===== config.mk =====
export PLATFORM = sky130hd
export DESIGN_NAME = stream_max6
export DESIGN_NICKNAME = d
export VERILOG_FILES = /design/src/rtl/stream_max6_pkg.sv /design/src/rtl/stream_max6.sv
export SDC_FILE = /design/constraint.sdc
export NUM_CORES = 1
export LEC_CHECK = 0
export CAP_MARGIN = 20
export CORE_MARGIN = 4
export CORE_UTILIZATION = 30
export CTS_CLUSTER_SIZE = 20
export DETAILED_ROUTE_END_ITERATION = 6
export GPL_TIMING_DRIVEN = 0
export PLACE_DENSITY_LB_ADDON = 0.15
export SKIP_CTS_REPAIR_TIMING = 1
export SYNTH_ARGS = -nofsm -noshare
export SYNTH_HDL_FRONTEND = slang
export SYNTH_SLANG_ARGS = --single-unit
export TNS_END_PERCENT = 100

===== constraint.sdc =====
create_clock -name clk -period 1.75 [get_ports clk]
set_input_delay 0.35 -clock clk [delete_from_list [all_inputs] [get_ports clk]]
set_output_delay 0.35 -clock clk [all_outputs]
set_load 0.01 [all_outputs]

===== src/rtl/stream_max6_pkg.sv =====
// Shared types and sizing for the stream_max6 frame-maximum unit.
package stream_max6_pkg;

    localparam int MAX_W     = 6;
    localparam int CNT_W_DEF = 4;

    typedef enum logic [1:0] {
        S_IDLE  = 2'd0,
        S_FIRST = 2'd1,
        S_RUN   = 2'd2,
        S_DONE  = 2'd3
    } state_t;

endpackage


===== src/rtl/stream_max6.sv =====
// Frame-maximum sequencer wrapped around an external 6-bit greater-than comparator.
//
// state | meaning
// IDLE  | waiting for start
// FIRST | accepting operand 0, seeds the running maximum
// RUN   | accepting operands 1..len-1, replace on strict greater-than
// DONE  | one-cycle result pulse
module stream_max6
    import stream_max6_pkg::*;
#(
    parameter int W     = MAX_W,
    parameter int CNT_W = CNT_W_DEF
) (
    input  logic             clk,
    input  logic             rst_n,
    input  logic             start,
    input  logic [CNT_W-1:0] frame_len,
    input  logic             abort,
    input  logic             in_valid,
    output logic             in_ready,
    input  logic [W-1:0]     in_data,
    output logic [W-1:0]     cmp_x,
    output logic [W-1:0]     cmp_y,
    input  logic             cmp_gr,
    output logic [W-1:0]     max_out,
    output logic [CNT_W-1:0] max_idx,
    output logic             done,
    output logic             busy
);

    state_t           state;
    logic [CNT_W-1:0] count;
    logic [CNT_W-1:0] len_q;
    logic             accept;

    // Handshake flags come from the state register alone, so in_ready never depends on in_valid.
    assign in_ready = (state == S_FIRST) || (state == S_RUN);
    assign busy     = (state != S_IDLE);
    assign done     = (state == S_DONE);
    assign accept   = in_valid & in_ready;

    assign cmp_x = in_data;
    assign cmp_y = max_out;

    always_ff @(posedge clk or negedge rst_n) begin
        if (!rst_n) begin
            state   <= S_IDLE;
            max_out <= '0;
            max_idx <= '0;
            count   <= '0;
            len_q   <= '0;
        end else begin
            case (state)
                S_IDLE: begin
                    if (start) begin
                        if (frame_len != '0) begin
                            len_q <= frame_len;
                            count <= '0;
                            state <= S_FIRST;
                        end else begin
                            max_out <= '0;
                            max_idx <= '0;
                            state   <= S_DONE;
                        end
                    end
                end
                S_FIRST: begin
                    if (abort) begin
                        state <= S_IDLE;
                    end else if (accept) begin
                        max_out <= in_data;
                        max_idx <= '0;
                        count   <= CNT_W'(1);
                        state   <= (len_q == CNT_W'(1)) ? S_DONE : S_RUN;
                    end
                end
                S_RUN: begin
                    if (abort) begin
                        state <= S_IDLE;
                    end else if (accept) begin
                        if (cmp_gr) begin
                            max_out <= in_data;
                            max_idx <= count;
                        end
                        count <= count + CNT_W'(1);
                        if (count == len_q - CNT_W'(1)) begin
                            state <= S_DONE;
                        end
                    end
                end
                S_DONE: begin
                    state <= S_IDLE;
                end
                default: begin
                    state <= S_IDLE;
                end
            endcase
        end
    end

endmodule


==> qor.yml <==
setup_path:
  path_depth: 7
  reg2reg_depth: 7
  reg2reg_from: "state[0]$_DFFE_PN0P_"
  worstPathRequired_ns: 1.91
  ff2ff_setup_slack_ns: -0.04
  critPathMaxStageDelay_ns: 0.42
  start_kind: "register"
  endpoint: "count[3]$_DFFE_PN0P_"
  crit_type: "reg -> reg"
  path_delay_family: "compound AO/OA/AOI/OAI gates"
  cp_num_buf_inv: 1
  critPathMaxFanout: 6
  crit_start: "state[0]$_DFFE_PN0P_"
  cp_slowest_cell: "dfrtp_1"
  crit_chain: "inv_2, ha_4, and2b_1, o221ai_2, nand2b_4, o21ai_2, a32o_2"
  worstPathArrival_ns: 1.95
  end_kind: "register"
  reg2reg_to: "count[3]$_DFFE_PN0P_"
min_path:
  worstHoldStart: "frame_len[3]"
  hp-class: "in -> reg"
grt:
  grt_max_degree: 21
  antenna_found_initial: 0
  grt_pass1_vias: 1012
  grtUsageMet2_pct: 19.8
  gr-usage-met1_pct: 13.0
  use_met3_pct: 2.08
  grt.busiest_layer: "met2"
  grt_pass1_wl_um: 4620
  grt_usage_pct: 11.0
  grt_overflow: 0
sta:
  rsz0062_at_grt: "true"
  min_period_ns: 1.79
  slew_headroom_pct: 39.3
  max_freq_mhz: 559
  worst_pin_slew_ns: 0.907
  setup_viol: 9
  fin_crit_sh_pct: 102
  finalWorstSetupSlack_ns: -0.0400
  whs_ns: 0.365
  fin_worst_skew_ns: 0.00169
  slew_violations: 0
  hold_viol: 0
logic_synthesis:
  synth_fp_nets: 151
  ys.flop_type: "dfrtp_1"
  synthTopCellsByArea: "dfrtp_1 40%, buf_4 7.2%, ha_1 7.0%, nand3_1 5.6%, inv_1 4.8%"
  netlist_area_um2: 1240
  synthArstFlopShare_pct: 100
  synth_cells: 128
  syn_avg_cell_area_um2: 9.73
  synth_largest_area_cell: "dfrtp_1"
  ys_warn_count: 0
  synth_seq_cells: 20
  synth-edff-count: 0
  seq_area_frac_synth_pct: 40.2
  synth_top_cell_area_share_pct: 40.2
  synth_cell_types: 35
detailed_routing:
  avgRoutedWirePerCell_um: 13.2
  drtIter0Drc: 9
  wl_um: 3130
  num_vias: 1109
  firstDrtPassIters: 4
  ant_nets: 0
  routed_via_density: 4.68
  route.detailed.drc: 0
clock_tree:
  clock-root-buffer: "clkbuf_8"
  numCtsBuffers: 3
  path_clk_slew_ns: 0.08
  cts_tree: "done"
  clockBufferDepth: 2
  ctsHtreeMaxLevel: 1
  cts_sinks: 20
  clk_latency_ns: 0.26
placement:
  gp_congestion: 0.793
  pre_cts_slack_ns: -0.416
  portBuffers: 40
  dp_hpwl_um: 2180
  post_dp_cell_area_um2: 1730
  dp.cells: 218
cells_and_area:
  final_cell_mix: "28 x clkdlybuf4s50_1, 26 x buf_4, 18 x dfrtp_1"
  fin_nets: 211
  num_antenna_cells: 0
  utilization_pct: 50.7
  finalNonFillerCells: 237
  design_area_um2: 2030
  area_delta_synth_final_pct: 62.8
  drive_gt1_share_pct: 34.2
  mostFrequentLayoutCell: "clkdlybuf4s50_1"
die:
  num_rows: 23
  pin_count: 41
  die_h_um: 72.4
  core_um2: 4000
  start_util_pct: 31.1
  die_w_um: 72.4
  dieArea_um2: 5240
power:
  irDropWorstVdd_mv: 0.674
  power_density_nw_per_um2: 1590
  p_leak_nw: 0.988
run:
  maxCapViolCount: 0
outcome:
  run_status: "complete, but fails checks"
  violations: "negative setup slack"
per-layer routing:
| metal | vias up | routed length, um | part of all wire (%) |
|---|---|---|---|
| met3 | 5 | 184 | 5.9 |
| met4 | 0 | 40 | 1.3 |
| met2 | 29 | 1640 | 52 |
| met1 | 534 | 1260 | 40 |
| met5 | - | 0 | 0 |
| li1 | 541 | - | - |
state kept, by name, summed over array words and instances, names as in the netlist:
register and flops:
cmp_y 6, count 4, len_q 4, max_idx 4, state 2
cell usage after synthesis (all sizes together), types with 2 or more instances:
library cell and number:
ha 7, buf 15, nand2b 2, nand2 6
and2b 2, o21ai 16, inv 16, nor2 2
xnor2 4, mux2 5, nor2b 2, xor2 2
dfrtp 20, or2 2, nand3 14
logic make-up after synthesis:
family / count (synthesis) / synth area share (%)
AOI/OAI and AO/OA: 22 / 12.1
xor gates and xnor gates: 6 / 4.22
adders and majority gates: 7 / 7.03
buffers and inverters: 32 / 14.4
DFF: 20 / 40.2
muxes: 6 / 5.33
and+or+nand+nor: 35 / 16.8
worst min-delay path by stage:
stage	to	slack [ns]	cells past startpoint
after floorplan	cmp_y[0]$_DFFE_PN0P_	0.05	0
after global placement	max_idx[0]$_DFFE_PN0P_	0.51	2
after detailed placement	max_idx[2]$_DFFE_PN0P_	0.52	2
after CTS	max_idx[2]$_DFFE_PN0P_	0.54	2
after global routing	len_q[2]$_DFFE_PN0P_	0.37	2
final	len_q[3]$_DFFE_PN0P_	0.36	2
cell type report:
class / instances / area [um2]
Buffer: 16 / 131
Clock buffer: 3 / 41.3
Clock inverter: 1 / 30.0
Fill cell: 358 / 1970
Inverter: 16 / 60.1
Multi-Input combinational cell: 76 / 652
Sequential cell: 20 / 503
Tap cell: 50 / 62.6
Timing Repair Buffer: 55 / 547
stage by stage:
step / TNS [ns] / total power [mW]
6_report: -0.157 / 3.21
5_1_grt: -1.60 / 3.43
4_1_cts: -2.24 / 2.70
3_5_place_dp: -6.64 / 2.22
3_3_place_gp: -6.15 / 2.19
2_1_floorplan: -0.00663 / 1.68
where the power goes:
part           total (mW)  internal, mW  switching, mW
clock network       0.476         0.306          0.171
registers           0.726         0.599          0.127
logic                2.01          1.13          0.880
total                3.21          2.04           1.18
(Power assumes the default switching activity.)
